`src/rtl/idu_pkg.sv`:
```
// idu_pkg: shared types, opcode constants and the RV32I instruction decoder
// for the idu_queue decode stage.
// Optional feature macro: IDU_ZICSR_EN enables CSR instructions and mret.
// Without it those words decode as illegal.
package idu_pkg;

    localparam int unsigned XLEN  = 32;
    localparam int unsigned REG_W = 5;
    localparam int unsigned CSR_W = 12;

    typedef enum logic [5:0] {
        OP_NOP    = 6'd0,
        OP_ILL    = 6'd1,
        OP_ADD    = 6'd2,
        OP_SUB    = 6'd3,
        OP_SLL    = 6'd4,
        OP_SLT    = 6'd5,
        OP_SLTU   = 6'd6,
        OP_XOR    = 6'd7,
        OP_SRL    = 6'd8,
        OP_SRA    = 6'd9,
        OP_OR     = 6'd10,
        OP_AND    = 6'd11,
        OP_ADDI   = 6'd12,
        OP_SLTI   = 6'd13,
        OP_SLTIU  = 6'd14,
        OP_XORI   = 6'd15,
        OP_ORI    = 6'd16,
        OP_ANDI   = 6'd17,
        OP_SLLI   = 6'd18,
        OP_SRLI   = 6'd19,
        OP_SRAI   = 6'd20,
        OP_LUI    = 6'd21,
        OP_AUIPC  = 6'd22,
        OP_JAL    = 6'd23,
        OP_JALR   = 6'd24,
        OP_BEQ    = 6'd25,
        OP_BNE    = 6'd26,
        OP_BLT    = 6'd27,
        OP_BGE    = 6'd28,
        OP_BLTU   = 6'd29,
        OP_BGEU   = 6'd30,
        OP_LB     = 6'd31,
        OP_LH     = 6'd32,
        OP_LW     = 6'd33,
        OP_LBU    = 6'd34,
        OP_LHU    = 6'd35,
        OP_SB     = 6'd36,
        OP_SH     = 6'd37,
        OP_SW     = 6'd38,
        OP_ECALL  = 6'd39,
        OP_EBREAK = 6'd40,
        OP_MRET   = 6'd41,
        OP_CSRRW  = 6'd42,
        OP_CSRRS  = 6'd43,
        OP_CSRRC  = 6'd44,
        OP_CSRRWI = 6'd45,
        OP_CSRRSI = 6'd46,
        OP_CSRRCI = 6'd47
    } op_e;

    typedef enum logic [1:0] {
        MEM_B = 2'd0,
        MEM_H = 2'd1,
        MEM_W = 2'd2
    } mem_size_e;

    localparam logic [6:0] OPC_LOAD     = 7'b0000011;
    localparam logic [6:0] OPC_MISC_MEM = 7'b0001111;
    localparam logic [6:0] OPC_OP_IMM   = 7'b0010011;
    localparam logic [6:0] OPC_AUIPC    = 7'b0010111;
    localparam logic [6:0] OPC_STORE    = 7'b0100011;
    localparam logic [6:0] OPC_OP       = 7'b0110011;
    localparam logic [6:0] OPC_LUI      = 7'b0110111;
    localparam logic [6:0] OPC_BRANCH   = 7'b1100011;
    localparam logic [6:0] OPC_JALR     = 7'b1100111;
    localparam logic [6:0] OPC_JAL      = 7'b1101111;
    localparam logic [6:0] OPC_SYSTEM   = 7'b1110011;

    localparam logic [31:0] INST_ECALL  = 32'h0000_0073;
    localparam logic [31:0] INST_EBREAK = 32'h0010_0073;
    localparam logic [31:0] INST_MRET   = 32'h3020_0073;

    localparam logic [6:0] F7_BASE = 7'b0000000;
    localparam logic [6:0] F7_ALT  = 7'b0100000;

    // Decoded operation bundle carried by the output register
    typedef struct packed {
        op_e              op;
        logic [REG_W-1:0] rd;
        logic [REG_W-1:0] rs1;
        logic [REG_W-1:0] rs2;
        logic [XLEN-1:0]  imm;
        logic             wen;
        logic [CSR_W-1:0] csr;
        logic             mem_rd;
        logic             mem_wr;
        mem_size_e        mem_size;
        logic             mem_uns;
        logic             illegal;
    } bundle_t;

    localparam bundle_t BUNDLE_RST = '{
        op:       OP_NOP,
        rd:       '0,
        rs1:      '0,
        rs2:      '0,
        imm:      '0,
        wen:      1'b0,
        csr:      '0,
        mem_rd:   1'b0,
        mem_wr:   1'b0,
        mem_size: MEM_B,
        mem_uns:  1'b0,
        illegal:  1'b0
    };

    // Pure decode of one instruction word; register fields an instruction
    // does not use are returned as zero, and an illegal word returns a
    // cleared bundle tagged OP_ILL.
    function automatic bundle_t decode(input logic [31:0] inst, input int unsigned nr_reg);
        bundle_t     b;
        logic        ill;
        logic        use_rd;
        logic        use_rs1;
        logic        use_rs2;
        logic [2:0]  f3;
        logic [6:0]  f7;
        logic [31:0] imm_i;
        logic [31:0] imm_s;
        logic [31:0] imm_b;
        logic [31:0] imm_u;
        logic [31:0] imm_j;
        logic [31:0] shamt;

        b       = BUNDLE_RST;
        ill     = 1'b0;
        use_rd  = 1'b0;
        use_rs1 = 1'b0;
        use_rs2 = 1'b0;
        f3      = inst[14:12];
        f7      = inst[31:25];
        imm_i   = {{20{inst[31]}}, inst[31:20]};
        imm_s   = {{20{inst[31]}}, inst[31:25], inst[11:7]};
        imm_b   = {{19{inst[31]}}, inst[31], inst[7], inst[30:25], inst[11:8], 1'b0};
        imm_u   = {inst[31:12], 12'h000};
        imm_j   = {{11{inst[31]}}, inst[31], inst[19:12], inst[20], inst[30:21], 1'b0};
        shamt   = 32'(inst[24:20]);

        case (inst[6:0])
            OPC_LUI: begin
                b.op = OP_LUI; b.imm = imm_u; use_rd = 1'b1;
            end
            OPC_AUIPC: begin
                b.op = OP_AUIPC; b.imm = imm_u; use_rd = 1'b1;
            end
            OPC_JAL: begin
                b.op = OP_JAL; b.imm = imm_j; use_rd = 1'b1;
            end
            OPC_JALR: begin
                b.op = OP_JALR; b.imm = imm_i; use_rd = 1'b1; use_rs1 = 1'b1;
                ill = (f3 != 3'b000);
            end
            OPC_BRANCH: begin
                b.imm = imm_b; use_rs1 = 1'b1; use_rs2 = 1'b1;
                case (f3)
                    3'b000:  b.op = OP_BEQ;
                    3'b001:  b.op = OP_BNE;
                    3'b100:  b.op = OP_BLT;
                    3'b101:  b.op = OP_BGE;
                    3'b110:  b.op = OP_BLTU;
                    3'b111:  b.op = OP_BGEU;
                    default: ill = 1'b1;
                endcase
            end
            OPC_LOAD: begin
                b.imm = imm_i; b.mem_rd = 1'b1; use_rd = 1'b1; use_rs1 = 1'b1;
                case (f3)
                    3'b000:  begin b.op = OP_LB;  b.mem_size = MEM_B; end
                    3'b001:  begin b.op = OP_LH;  b.mem_size = MEM_H; end
                    3'b010:  begin b.op = OP_LW;  b.mem_size = MEM_W; end
                    3'b100:  begin b.op = OP_LBU; b.mem_size = MEM_B; b.mem_uns = 1'b1; end
                    3'b101:  begin b.op = OP_LHU; b.mem_size = MEM_H; b.mem_uns = 1'b1; end
                    default: ill = 1'b1;
                endcase
            end
            OPC_STORE: begin
                b.imm = imm_s; b.mem_wr = 1'b1; use_rs1 = 1'b1; use_rs2 = 1'b1;
                case (f3)
                    3'b000:  begin b.op = OP_SB; b.mem_size = MEM_B; end
                    3'b001:  begin b.op = OP_SH; b.mem_size = MEM_H; end
                    3'b010:  begin b.op = OP_SW; b.mem_size = MEM_W; end
                    default: ill = 1'b1;
                endcase
            end
            OPC_OP_IMM: begin
                b.imm = imm_i; use_rd = 1'b1; use_rs1 = 1'b1;
                case (f3)
                    3'b000: b.op = OP_ADDI;
                    3'b010: b.op = OP_SLTI;
                    3'b011: b.op = OP_SLTIU;
                    3'b100: b.op = OP_XORI;
                    3'b110: b.op = OP_ORI;
                    3'b111: b.op = OP_ANDI;
                    3'b001: begin
                        b.op = OP_SLLI; b.imm = shamt; ill = (f7 != F7_BASE);
                    end
                    default: begin
                        b.imm = shamt;
                        if (f7 == F7_BASE)     b.op = OP_SRLI;
                        else if (f7 == F7_ALT) b.op = OP_SRAI;
                        else                   ill = 1'b1;
                    end
                endcase
            end
            OPC_OP: begin
                use_rd = 1'b1; use_rs1 = 1'b1; use_rs2 = 1'b1;
                if (f7 == F7_BASE) begin
                    case (f3)
                        3'b000:  b.op = OP_ADD;
                        3'b001:  b.op = OP_SLL;
                        3'b010:  b.op = OP_SLT;
                        3'b011:  b.op = OP_SLTU;
                        3'b100:  b.op = OP_XOR;
                        3'b101:  b.op = OP_SRL;
                        3'b110:  b.op = OP_OR;
                        default: b.op = OP_AND;
                    endcase
                end else if (f7 == F7_ALT) begin
                    case (f3)
                        3'b000:  b.op = OP_SUB;
                        3'b101:  b.op = OP_SRA;
                        default: ill = 1'b1;
                    endcase
                end else begin
                    ill = 1'b1;
                end
            end
            OPC_MISC_MEM: begin
                // fence carries no work for this core
                b.op = OP_NOP;
                ill  = (f3 != 3'b000);
            end
            OPC_SYSTEM: begin
                if (f3 == 3'b000) begin
                    if (inst == INST_ECALL)       b.op = OP_ECALL;
                    else if (inst == INST_EBREAK) b.op = OP_EBREAK;
`ifdef IDU_ZICSR_EN
                    else if (inst == INST_MRET)   b.op = OP_MRET;
`endif
                    else                          ill = 1'b1;
                end else begin
`ifdef IDU_ZICSR_EN
                    b.csr  = inst[31:20];
                    use_rd = 1'b1;
                    case (f3)
                        3'b001:  begin b.op = OP_CSRRW; use_rs1 = 1'b1; end
                        3'b010:  begin b.op = OP_CSRRS; use_rs1 = 1'b1; end
                        3'b011:  begin b.op = OP_CSRRC; use_rs1 = 1'b1; end
                        3'b101:  begin b.op = OP_CSRRWI; b.imm = 32'(inst[19:15]); end
                        3'b110:  begin b.op = OP_CSRRSI; b.imm = 32'(inst[19:15]); end
                        3'b111:  begin b.op = OP_CSRRCI; b.imm = 32'(inst[19:15]); end
                        default: ill = 1'b1;
                    endcase
`else
                    ill = 1'b1;
`endif
                end
            end
            default: ill = 1'b1;
        endcase

        if (inst[1:0] != 2'b11)                      ill = 1'b1;
        if (use_rd  && (32'(inst[11:7])  >= nr_reg)) ill = 1'b1;
        if (use_rs1 && (32'(inst[19:15]) >= nr_reg)) ill = 1'b1;
        if (use_rs2 && (32'(inst[24:20]) >= nr_reg)) ill = 1'b1;

        if (ill) begin
            b         = BUNDLE_RST;
            b.op      = OP_ILL;
            b.illegal = 1'b1;
        end else begin
            b.rd  = use_rd  ? inst[11:7]  : 5'd0;
            b.rs1 = use_rs1 ? inst[19:15] : 5'd0;
            b.rs2 = use_rs2 ? inst[24:20] : 5'd0;
            b.wen = use_rd && (inst[11:7] != 5'd0);
        end
        return b;
    endfunction

endpackage

```
`src/rtl/idu_fifo.sv`:
```
// idu_fifo: DEPTH-entry circular queue with extra-MSB pointers.
// Ports: clk, rst_n (async, active-low), clr (sync clear of pointers),
//        push/wdata (write at tail), pop (advance head), rdata_c (head entry),
//        full_c, empty_c (status).
module idu_fifo #(
    parameter int unsigned DEPTH = 4,
    parameter int unsigned WIDTH = 64
) (
    input  logic             clk,
    input  logic             rst_n,
    input  logic             clr,
    input  logic             push,
    input  logic [WIDTH-1:0] wdata,
    input  logic             pop,
    output logic [WIDTH-1:0] rdata_c,
    output logic             full_c,
    output logic             empty_c
);

    localparam int unsigned AW = $clog2(DEPTH);
    localparam int unsigned PW = AW + 1;

    logic [PW-1:0]    wr_ptr;
    logic [PW-1:0]    rd_ptr;
    logic [WIDTH-1:0] mem [DEPTH];
    logic             do_push;
    logic             do_pop;

    // Same slot index with opposite lap bit means the writer is a full lap ahead
    assign full_c  = (wr_ptr[AW-1:0] == rd_ptr[AW-1:0]) && (wr_ptr[AW] != rd_ptr[AW]);
    assign empty_c = (wr_ptr == rd_ptr);
    assign do_push = push && !full_c && !clr;
    assign do_pop  = pop && !empty_c && !clr;
    assign rdata_c = mem[rd_ptr[AW-1:0]];

    // Pointer update; clear wins over any concurrent push or pop
    always_ff @(posedge clk or negedge rst_n) begin
        if (!rst_n) begin
            wr_ptr <= '0;
            rd_ptr <= '0;
        end else if (clr) begin
            wr_ptr <= '0;
            rd_ptr <= '0;
        end else begin
            if (do_push) wr_ptr <= wr_ptr + PW'(1);
            if (do_pop)  rd_ptr <= rd_ptr + PW'(1);
        end
    end

    // Storage needs no reset: entries are only visible between the pointers
    always_ff @(posedge clk) begin
        if (do_push) mem[wr_ptr[AW-1:0]] <= wdata;
    end

endmodule

```
`src/rtl/idu_queue.sv`:
```
// idu_queue: RV32E/RV32I decode stage. Buffers fetched {pc, inst} pairs in
// an idu_fifo and decodes the head into a registered bundle with a
// valid/ready handshake toward the EXU.
// Optional feature macro: IDU_ZICSR_EN (CSR instructions and mret).
// Ports: clk, rst_n (async, active-low), flush (sync);
//        in_valid/in_ready/in_pc/in_inst from the IFU;
//        out_valid/out_ready and the decoded fields out_pc, out_op, out_rd,
//        out_rs1, out_rs2, out_imm, out_wen, out_csr, out_mem_rd,
//        out_mem_wr, out_mem_size, out_mem_uns, out_illegal to the EXU.
module idu_queue
    import idu_pkg::*;
#(
    parameter int unsigned DEPTH  = 4,
    parameter int unsigned NR_REG = 16
) (
    input  logic        clk,
    input  logic        rst_n,
    input  logic        flush,
    input  logic        in_valid,
    output logic        in_ready,
    input  logic [31:0] in_pc,
    input  logic [31:0] in_inst,
    output logic        out_valid,
    input  logic        out_ready,
    output logic [31:0] out_pc,
    output logic [5:0]  out_op,
    output logic [4:0]  out_rd,
    output logic [4:0]  out_rs1,
    output logic [4:0]  out_rs2,
    output logic [31:0] out_imm,
    output logic        out_wen,
    output logic [11:0] out_csr,
    output logic        out_mem_rd,
    output logic        out_mem_wr,
    output logic [1:0]  out_mem_size,
    output logic        out_mem_uns,
    output logic        out_illegal
);

    localparam int unsigned FIFO_W = 64;

    logic              full_c;
    logic              empty_c;
    logic              push_c;
    logic              load_c;
    logic [FIFO_W-1:0] head_c;
    bundle_t           head_dec_c;

    logic              valid_q;
    logic [31:0]       pc_q;
    bundle_t           bundle_q;

    assign in_ready   = !full_c && !flush;
    assign push_c     = in_valid && in_ready;
    assign load_c     = (!valid_q || out_ready) && !empty_c && !flush;
    assign head_dec_c = decode(head_c[31:0], NR_REG);

    // Instruction queue; payload is {pc, inst}
    idu_fifo #(
        .DEPTH (DEPTH),
        .WIDTH (FIFO_W)
    ) u_fifo (
        .clk     (clk),
        .rst_n   (rst_n),
        .clr     (flush),
        .push    (push_c),
        .wdata   ({in_pc, in_inst}),
        .pop     (load_c),
        .rdata_c (head_c),
        .full_c  (full_c),
        .empty_c (empty_c)
    );

    // Output register: refills whenever free, drops valid when nothing to load
    always_ff @(posedge clk or negedge rst_n) begin
        if (!rst_n) begin
            valid_q  <= 1'b0;
            pc_q     <= '0;
            bundle_q <= BUNDLE_RST;
        end else if (flush) begin
            valid_q <= 1'b0;
        end else if (!valid_q || out_ready) begin
            valid_q <= !empty_c;
            if (!empty_c) begin
                pc_q     <= head_c[63:32];
                bundle_q <= head_dec_c;
            end
        end
    end

    assign out_valid    = valid_q;
    assign out_pc       = pc_q;
    assign out_op       = bundle_q.op;
    assign out_rd       = bundle_q.rd;
    assign out_rs1      = bundle_q.rs1;
    assign out_rs2      = bundle_q.rs2;
    assign out_imm      = bundle_q.imm;
    assign out_wen      = bundle_q.wen;
    assign out_csr      = bundle_q.csr;
    assign out_mem_rd   = bundle_q.mem_rd;
    assign out_mem_wr   = bundle_q.mem_wr;
    assign out_mem_size = bundle_q.mem_size;
    assign out_mem_uns  = bundle_q.mem_uns;
    assign out_illegal  = bundle_q.illegal;

endmodule

```
`config.mk`:
```
export PLATFORM = sky130hd
export DESIGN_NAME = idu_queue
export DESIGN_NICKNAME = d
export VERILOG_FILES = /design/src/rtl/idu_pkg.sv /design/src/rtl/idu_fifo.sv /design/src/rtl/idu_queue.sv
export SDC_FILE = /design/constraint.sdc
export NUM_CORES = 1
export LEC_CHECK = 0
export CAP_MARGIN = 20
export CORE_ASPECT_RATIO = 0.6
export CORE_MARGIN = 2
export CORE_UTILIZATION = 56
export DETAILED_ROUTE_END_ITERATION = 12
export GPL_ROUTABILITY_DRIVEN = 0
export GPL_TIMING_DRIVEN = 0
export PLACE_DENSITY = 0.89
export SLEW_MARGIN = 20
export SYNTH_ARGS = -nofsm -noshare
export SYNTH_HDL_FRONTEND = slang
export SYNTH_SLANG_ARGS = --single-unit
export TNS_END_PERCENT = 10
```
`constraint.sdc`:
```
create_clock -name clk -period 3.95 [get_ports clk]
set_input_delay 0.79 -clock clk [delete_from_list [all_inputs] [get_ports clk]]
set_output_delay 0.79 -clock clk [all_outputs]
set_load 0.02 [all_outputs]
```
==> results of run 1 <==
==> state kept, by name, summed over array words and instances (netlist names) <==
name	flops
out_op	6
u_fifo.mem	256
out_mem_uns	1
out_valid	1
out_rs2	5
out_rd	5
u_fifo.rd_ptr	3
out_pc	32
out_illegal	1
out_rs1	5
u_fifo.wr_ptr	3
out_mem_size	2
out_imm	32
out_mem_rd	1
out_wen	1
out_mem_wr	1
==> worst max-delay path, cell delays in order, from the launching register on <==
cell and delay, ns:
sky130_fd_sc_hd__dfrtp_1 0.39, sky130_fd_sc_hd__buf_6 0.17, sky130_fd_sc_hd__buf_12 0.15, sky130_fd_sc_hd__mux4_1 0.71, sky130_fd_sc_hd__clkbuf_1 0.27, sky130_fd_sc_hd__clkbuf_1 0.29, sky130_fd_sc_hd__o21ai_0 0.44, sky130_fd_sc_hd__a21boi_0 0.23
sky130_fd_sc_hd__o21ai_0 0.40, sky130_fd_sc_hd__buf_2 0.36, sky130_fd_sc_hd__a22oi_1 0.16, sky130_fd_sc_hd__o21ai_0 0.22
==> worst paths after layout <==
path	end	slack [ns]	cells past startpoint
max in group asynchronous	out_imm[28]	3.16	2
worst max-delay path	out_imm[24]	0.06	11
min in group clk	out_imm[25]	0.48	2
worst min register to register	out_imm[25]	0.48	2
worst min-delay path	out_pc[25]	0.11	1
worst max register to register	out_imm[24]	0.06	11
==> power breakdown <==
group	leakage, nW	switching [W]	internal, W
sequential	3.62	0.000155	0.00431
combinational	1.99	0.00187	0.00143
clock	0.488	0.00129	0.00169
total	6.10	0.00331	0.00742
==> area by class of cell <==
type	count	area, µm²	area share (%)
timing repair buffer	166	1740	9.85
inverter	8	30.0	0.170
sequential	355	10200	57.7
buffer	57	342	1.94
multi-input combinational	421	3930	22.3
clock inverter	18	161	0.916
tap	329	412	2.34
antenna	2	5.00	0.0284
clock buffer	39	836	4.74
==> per-stage QoR <==
| step | setup slack (ns) | hold slack, ns | util (%) |
|---|---|---|---|
| after global placement | -1.92 | 0.469 | 65.2 |
| after detailed placement | -0.306 | 0.473 | 65.7 |
| after global routing | 0.00130 | 0.110 | 69.8 |
| after floorplan | 0.585 | 0.471 | - |
| after CTS | 0.0860 | 0.102 | 69.7 |
| final | 0.0612 | 0.110 | 69.8 |
==> logic make-up after synthesis <==
logic type,Yosys count,synth area share (%)
AOI/OAI and AO/OA,141,7.04
xor gates and xnor gates,7,0.427
adders and majority gates,5,0.435
buffers and inverters,65,2.56
DFF,355,70.7
muxes,103,13.2
other,1,0.0261
and+or+nand+nor,153,5.56
==> layout by cell type, fill, tap and decap left out, types with 6 or more instances in the layout <==
cell type	Yosys	final
sky130_fd_sc_hd__mux2_2	34	34
sky130_fd_sc_hd__nor2_1	25	25
sky130_fd_sc_hd__nand3_1	7	6
sky130_fd_sc_hd__edfxtp_1	256	256
sky130_fd_sc_hd__mux4_1	7	7
sky130_fd_sc_hd__and2_1	9	9
sky130_fd_sc_hd__o31ai_1	7	7
sky130_fd_sc_hd__nand2b_1	9	9
sky130_fd_sc_hd__mux4_2	57	57
sky130_fd_sc_hd__nor2b_1	10	9
sky130_fd_sc_hd__conb_1	1	12
sky130_fd_sc_hd__o21ai_0	38	38
sky130_fd_sc_hd__clkbuf_16	0	31
sky130_fd_sc_hd__inv_1	8	8
sky130_fd_sc_hd__nor3_1	8	7
sky130_fd_sc_hd__dfrtp_1	99	99
sky130_fd_sc_hd__nand2_1	50	50
sky130_fd_sc_hd__a22o_1	7	7
sky130_fd_sc_hd__clkinv_1	0	8
sky130_fd_sc_hd__a32o_1	18	18
sky130_fd_sc_hd__buf_4	18	18
sky130_fd_sc_hd__clkbuf_1	24	29
sky130_fd_sc_hd__a21oi_1	17	17
sky130_fd_sc_hd__clkdlybuf4s50_1	0	160
sky130_fd_sc_hd__a22oi_1	17	17
==> metal layers <==
metal | global-route usage (%) | vias to the layer above | wire (µm)
li1 | - | 3721 | -
met1 | 37.7 | 4407 | 14700
met2 | 35.9 | 464 | 14300
met3 | 8.16 | 86 | 3410
met4 | 5.18 | 2 | 700
met5 | 0 | - | 12
==> what timing repair did <==
action / CTS / global route
hold endpoints to repair: 0 / 0
setup buffers: 0 / 0
hold buffers: 0 / 0
setup endpoints to repair: 48 / 40
gates cloned: 0 / 0
gates resized for setup: 3 / 5
==> results_tabular.tex, run 1 <==
\begin{tabular}{lr}
\hline
Metric & Value \\
\hline
\multicolumn{2}{l}{\textbf{Status}} \\
Status & complete, no violations \\
\multicolumn{2}{l}{\textbf{Setup path}} \\
Worst Path Required & 4.41 ns \\
Largest driver fanout on the critical path & 10 \\
Worst Setup SP & u\_fifo.rd\_ptr[0] \\
Endpoint class of the critical path & flip-flop \\
Worst setup path category & flip-flop to flip-flop \\
Worst Setup Start Kind & flip-flop \\
Worst EP arrival & 4.35 ns \\
Launch point of the worst reg-to-reg path & u\_fifo.rd\_ptr[0] \\
\multicolumn{2}{l}{\textbf{Final layout}} \\
Number of nets in the final layout & 1114 \\
Post-layout instance count excluding filler cells & 1395 \\
Post-layout instance area & 17600 µm² \\
Filler Cells Inserted & 1637 \\
Fraction of layout cells with a size suffix above 1 & 18.1\% \\
Area overhead of the layout relative to synthesis & 22.6\% \\
\multicolumn{2}{l}{\textbf{CTS}} \\
Number of buffers inserted during clock tree synthesis & 31 \\
Clock tree from TritonCTS & yes \\
Depth of the CTS H-tree & 1 \\
Clock tree sinks & 355 \\
Cell at the root of the clock tree & sky130\_fd\_sc\_hd\_\_clkbuf\_16 \\
Largest buffer count on any clock path & 3 \\
Clock-pin slew on the worst setup and hold paths & 0.07 ns \\
Clock insertion delay at the later pin of the skew report & 0.55 ns \\
\multicolumn{2}{l}{\textbf{Power}} \\
Max IR drop VDD & 0.390 mV \\
Post-layout total power & 0.0107 W \\
Leak & 6.10 nW \\
Power density over the cells & 609 nW/µm² \\
\multicolumn{2}{l}{\textbf{STA}} \\
Setup Skew & 0.0106 ns \\
Least-Margin Pin Slew & 1.21 ns \\
RSZ-0062 raised after global routing & no \\
Fin crit share & 98.5\% \\
Setup\_tns & 0 ns \\
Minimum clock period after layout & 3.89 ns \\
Number of pins exceeding their max-slew limit in the final report & 0 \\
Endpoints failing setup & 0 \\
Worst slew margin relative to its limit & 18.3\% \\
Number of hold-slack violations in the final timing report & 0 \\
Achievable clock frequency & 257 MHz \\
\multicolumn{2}{l}{\textbf{Die}} \\
Std-Cell Core Area & 25200 µm² \\
Total Die Area & 27000 µm² \\
Total I/O pin count & 175 \\
Die H & 128 µm \\
Horizontal die dimension & 211 µm \\
Effective utilization at floorplan & 57.0\% \\
Row count & 45 \\
\multicolumn{2}{l}{\textbf{Route}} \\
Post-detailed-route DRC marker count & 0 \\
Vias per inst & 6.22 \\
Average detailed-routed wire length per instance & 23.7 µm \\
Via count & 8680 \\
Number of antenna-violating nets in the routed design & 0 \\
Drt pass-1 iters & 9 \\
Routed wire length & 33.1 mm \\
Number of DRC markers after the initial detailed-route iteration & 1111 \\
\multicolumn{2}{l}{\textbf{Synthesis}} \\
Post-synthesis cell area & 14400 µm² \\
Seq cells post-synth & 355 \\
Average cell area after synthesis & 17.3 µm² \\
Post-synth top area cell & sky130\_fd\_sc\_hd\_\_edfxtp\_1 \\
Fraction of synthesis flops using an asynchronous set or reset pin & 27.9\% \\
Ranking of synthesized cells by area & sky130\_fd\_sc\_hd\_\_edfxtp\_1 53\%, sky130\_fd\_sc\_hd\_\_dfrtp\_1 17\%, sky130\_fd\_sc\_hd\_\_mux4\_2 8.9\% \\
Count of flip-flops with a built-in enable after synthesis & 256 \\
Cell count after synthesis & 830 \\
Yosys warning total & 0 \\
Most common library cells after synthesis & 256 x sky130\_fd\_sc\_hd\_\_edfxtp\_1, 99 x sky130\_fd\_sc\_hd\_\_dfrtp\_1, 57 x sky130\_fd\_sc\_hd\_\_mux4\_2, 50 x sky130\_fd\_sc\_hd\_\_nand2\_1, 38 x sky130\_fd\_sc\_hd\_\_o21ai\_0 \\
Sequential element share of the synthesized area & 70.7\% \\
Yosys top cell area share & 53.5\% \\
Cell with the most instances after synthesis & sky130\_fd\_sc\_hd\_\_edfxtp\_1 \\
Count of different cell masters after synthesis & 74 \\
Leading register cell type out of synthesis & sky130\_fd\_sc\_hd\_\_edfxtp\_1 \\
\multicolumn{2}{l}{\textbf{Global routing}} \\
Vias in the first global route & 8569 \\
Global-route wire length before repair & 50.5 mm \\
Initial antenna violation count & 3 \\
Congestion Overflow GR & 0 \\
GRT Resource Usage Total & 25.0\% \\
Pin count of the biggest net entering global routing & 75 \\
\multicolumn{2}{l}{\textbf{Place}} \\
I/O Buffers & 161 \\
Post-detailed-placement half-perimeter wirelength & 22.4 mm \\
Placed insts & 1336 \\
Placement-stage cell area & 16600 µm² \\
\multicolumn{2}{l}{\textbf{Hold path}} \\
Hold crit path type & primary input to async pin \\
\multicolumn{2}{l}{\textbf{Run}} \\
Count of max-cap constraint violations & 0 \\
\hline
\end{tabular}
Note: power is estimated with default switching activity, not from simulation.
==> inputs of run 2 (changes only) <==
Settings changed: CAP_MARGIN 20 to unset, RECOVER_POWER set to 50.
==> run 2 against run 1 <==
Net effect:
- the run now ends with max-capacitance violations, max-slew violations left
- sequential share of layout area barely moved
- non-clock buffer count did not move
- first-iteration DRC count fell by 6.5%
- hold slack improved by 0.37 ns
- maximum frequency rose by 1.1%
- final area barely moved
- sequential cell count did not move
- sequential power barely moved
- global-route usage did not move
==> results_tabular.tex, run 2 (same netlist as run 1, synthesis figures left out) <==
\begin{tabular}{lr}
\hline
Metric & Value \\
\hline
\multicolumn{2}{l}{\textbf{Route}} \\
Vias per inst & 6.20 (-0.41\%) \\
Number of DRC markers after the initial detailed-route iteration & 1039 (-6.5\%) \\
Number of antenna-violating nets in the routed design & 0 (unchanged) \\
Average detailed-routed wire length per instance & 23.7 µm (about the same) \\
Via count & 8682 (+0.023\%) \\
Post-detailed-route DRC marker count & 0 (unchanged) \\
Drt pass-1 iters & 8 (-1) \\
Routed wire length & 33.2 mm (+0.41\%) \\
\multicolumn{2}{l}{\textbf{Global routing}} \\
Initial antenna violation count & 8 (+5) \\
GRT Resource Usage Total & 25.0\% (unchanged) \\
Global-route wire length before repair & 50.5 mm (unchanged) \\
Congestion Overflow GR & 0 (unchanged) \\
Met2 track demand over resource & 35.9\% (unchanged) \\
Met1 track utilization from global routing & 37.7\% (unchanged) \\
Vias in the first global route & 8569 (unchanged) \\
Peak-usage layer in the global routing report & met1 \\
Pin count of the biggest net entering global routing & 75 (unchanged) \\
Met3 Resource Use GR & 8.16\% (unchanged) \\
\multicolumn{2}{l}{\textbf{Setup path}} \\
Endpoint class of the critical path & flip-flop \\
Worst Path Required & 4.42 ns (about the same) \\
Largest incremental delay on the critical path & 0.58 ns (-0.13 ns) \\
Cell type with the highest occurrence count on the critical path & sky130\_fd\_sc\_hd\_\_o21ai\_0 \\
Launch point of the worst reg-to-reg path & u\_fifo.rd\_ptr[1] \\
Largest driver fanout on the critical path & 10 (unchanged) \\
Worst Setup Start Kind & flip-flop \\
Worst setup path category & flip-flop to flip-flop \\
Worst EP arrival & 4.32 ns (-0.03 ns) \\
Gate family responsible for the most delay along the worst path & compound AO/OA/AOI/OAI gates \\
Reg2Reg Capture Point & out\_imm[24] \\
Cell with the largest stage delay on the worst path & sky130\_fd\_sc\_hd\_\_dfrtp\_1 \\
Sum of buffers and inverters on the critical path & 4 (-1) \\
Reg2Reg Setup Slack & 0.10 ns (+0.04 ns) \\
Cell-by-cell trace of the critical path & buf\_2 > mux4\_1 > clkbuf\_1 > clkbuf\_1 > o21ai\_0 > a21boi\_0 > o21ai\_0 > buf\_2 > a22oi\_1 > o21ai\_0 \\
FF-to-FF path depth & 10 (-1) \\
\multicolumn{2}{l}{\textbf{Die}} \\
Total I/O pin count & 175 (unchanged) \\
Std-Cell Core Area & 25200 µm² (unchanged) \\
Row count & 45 (unchanged) \\
Total Die Area & 27000 µm² (unchanged) \\
Horizontal die dimension & 211 µm (unchanged) \\
Effective utilization at floorplan & 57.0\% (unchanged) \\
Die H & 128 µm (unchanged) \\
\multicolumn{2}{l}{\textbf{CTS}} \\
Number of buffers inserted by hold repair at cts & 0 (unchanged) \\
Clock tree sinks & 355 (unchanged) \\
Post\_cts resized & 3 (unchanged) \\
Clock tree from TritonCTS & yes \\
Cell at the root of the clock tree & sky130\_fd\_sc\_hd\_\_clkbuf\_16 \\
Depth of the CTS H-tree & 1 (unchanged) \\
Clock-pin slew on the worst setup and hold paths & 0.07 ns (about the same) \\
Largest buffer count on any clock path & 3 (unchanged) \\
Number of buffers inserted during clock tree synthesis & 31 (unchanged) \\
Clock insertion delay at the later pin of the skew report & 0.55 ns (about the same) \\
Number of buffers added for setup after CTS & 0 (unchanged) \\
\multicolumn{2}{l}{\textbf{STA}} \\
Number of pins exceeding their max-slew limit in the final report & 102 (+102) \\
RSZ-0062 raised after global routing & no \\
Final Hold Slack & 0.479 ns (+0.369 ns) \\
Least-Margin Pin Slew & 1.91 ns (+0.693 ns) \\
Worst slew margin relative to its limit & -27.2\% (-45 points) \\
Number of hold-slack violations in the final timing report & 0 (unchanged) \\
Setup Skew & 0.00828 ns (-0.00237 ns) \\
Endpoints failing setup & 0 (unchanged) \\
Fin crit share & 97.4\% (-1.0 points) \\
Achievable clock frequency & 260 MHz (+1.1\%) \\
Worst-case setup margin in the final layout & 0.102 ns (+0.0411 ns) \\
Minimum clock period after layout & 3.85 ns (-0.0411 ns) \\
\multicolumn{2}{l}{\textbf{Place}} \\
Worst slack after detailed placement & -0.306 ns (unchanged) \\
Post-detailed-placement half-perimeter wirelength & 22.4 mm (unchanged) \\
Placed insts & 1336 (unchanged) \\
I/O Buffers & 161 (unchanged) \\
\multicolumn{2}{l}{\textbf{Final layout}} \\
Top library cells by usage in the layout, fill and taps aside & 256 x sky130\_fd\_sc\_hd\_\_edfxtp\_1, 105 x sky130\_fd\_sc\_hd\_\_dlygate4sd3\_1, 99 x sky130\_fd\_sc\_hd\_\_dfrtp\_1, 57 x sky130\_fd\_sc\_hd\_\_mux4\_2, 55 x sky130\_fd\_sc\_hd\_\_clkdlybuf4s50\_1 \\
Final Util & 69.8\% (about the same) \\
Number of flip-flops in the largest register & 256 (unchanged) \\
Number of nets in the final layout & 1114 (unchanged) \\
Leading cell type in the layout, fill and taps excluded & sky130\_fd\_sc\_hd\_\_edfxtp\_1 \\
Area overhead of the layout relative to synthesis & 22.5\% (about the same) \\
Post-layout instance count excluding filler cells & 1401 (+0.43\%) \\
Fraction of layout cells with a size suffix above 1 & 18.0\% (-0.19 points) \\
\multicolumn{2}{l}{\textbf{Hold path}} \\
End point of the worst hold path & out\_rs1[4] \\
Startpoint of the lowest-slack hold path & out\_rs1[4] \\
Cell depth of the worst hold path & 1 \\
Hold crit path type & flip-flop to flip-flop \\
\multicolumn{2}{l}{\textbf{Run}} \\
Count of max-cap constraint violations & 2 (+2) \\
\multicolumn{2}{l}{\textbf{Status}} \\
Violations in the final reports & max-capacitance violations, max-slew violations \\
Status & finished with violations \\
\multicolumn{2}{l}{\textbf{Power}} \\
Power density over the cells & 607 nW/µm² (-0.37\%) \\
Max IR drop VDD & 0.389 mV (-0.20\%) \\
Leak & 6.18 nW (+1.3\%) \\
\hline
\end{tabular}
run 2: cell types whose count changed in the layout (fill, tap and decap cells not counted), moves of 2 or more:
cell and delta:
sky130_fd_sc_hd__clkdlybuf4s50_1 -105, sky130_fd_sc_hd__dlygate4sd3_1 +105, sky130_fd_sc_hd__diode_2 +6, sky130_fd_sc_hd__clkbuf_1 +2
run 2: metal layers:
metal	part of all wire, %	vias up
met5	0.069	-
met4	1.8	4
met3	10	83
met2	43	463
met1	45	4407
li1	-	3725
run 2: cell type report:
| cell class | instances | area [µm²] |
|---|---|---|
| antenna | 8 | 20.0 |
| buffer | 57 | 342 |
| inverter | 8 | 30.0 |
| sequential | 355 | 10200 |
| clock buffer | 39 | 836 |
| tap | 329 | 412 |
| multi-input combinational | 421 | 3930 |
| fill | 1639 | 7620 |
| clock inverter | 18 | 161 |
| timing repair buffer | 166 | 1710 |
run 2: worst max-delay path by stage:
stage                     start          endpoint  slack [ns]  depth (start not counted)
2_1_floorplan  u_fifo.rd_ptr[0]  u_fifo.mem[3][0]        0.59                          7
3_3_place_gp              rst_n        out_imm[9]       -1.92                          1
3_5_place_dp   u_fifo.rd_ptr[1]        out_imm[8]       -0.31                          9
4_1_cts        u_fifo.rd_ptr[1]       out_imm[29]        0.09                          8
5_1_grt        u_fifo.rd_ptr[1]       out_imm[29]       0.001                         10
6_report       u_fifo.rd_ptr[1]       out_imm[24]        0.10                         10
run 2: power by group:
group          switching, W  internal, W  total [W]
combinational       0.00188      0.00137    0.00325
sequential         0.000151      0.00431    0.00446
clock               0.00129      0.00169    0.00298
total               0.00332      0.00737     0.0107
run 2: worst reg2reg max path: stages, from the launching register on:
cell	delay (ns)
sky130_fd_sc_hd__dfrtp_1	0.58
sky130_fd_sc_hd__buf_2	0.36
sky130_fd_sc_hd__mux4_1	0.49
sky130_fd_sc_hd__clkbuf_1	0.27
sky130_fd_sc_hd__clkbuf_1	0.30
sky130_fd_sc_hd__o21ai_0	0.44
sky130_fd_sc_hd__a21boi_0	0.23
sky130_fd_sc_hd__o21ai_0	0.38
sky130_fd_sc_hd__buf_2	0.35
sky130_fd_sc_hd__a22oi_1	0.16
sky130_fd_sc_hd__o21ai_0	0.21
run 2: stage by stage:
step / total power (W) / setup TNS (ns) / instance area, µm²
after detailed placement: 0.00775 / -7.11 / 16600
after CTS: 0.0107 / 0 / 17600
after global routing: 0.0111 / 0 / 17600
after global placement: 0.00765 / -386.78 / 16400
final: 0.0107 / 0 / 17600
after floorplan: 0.00660 / 0 / 14400
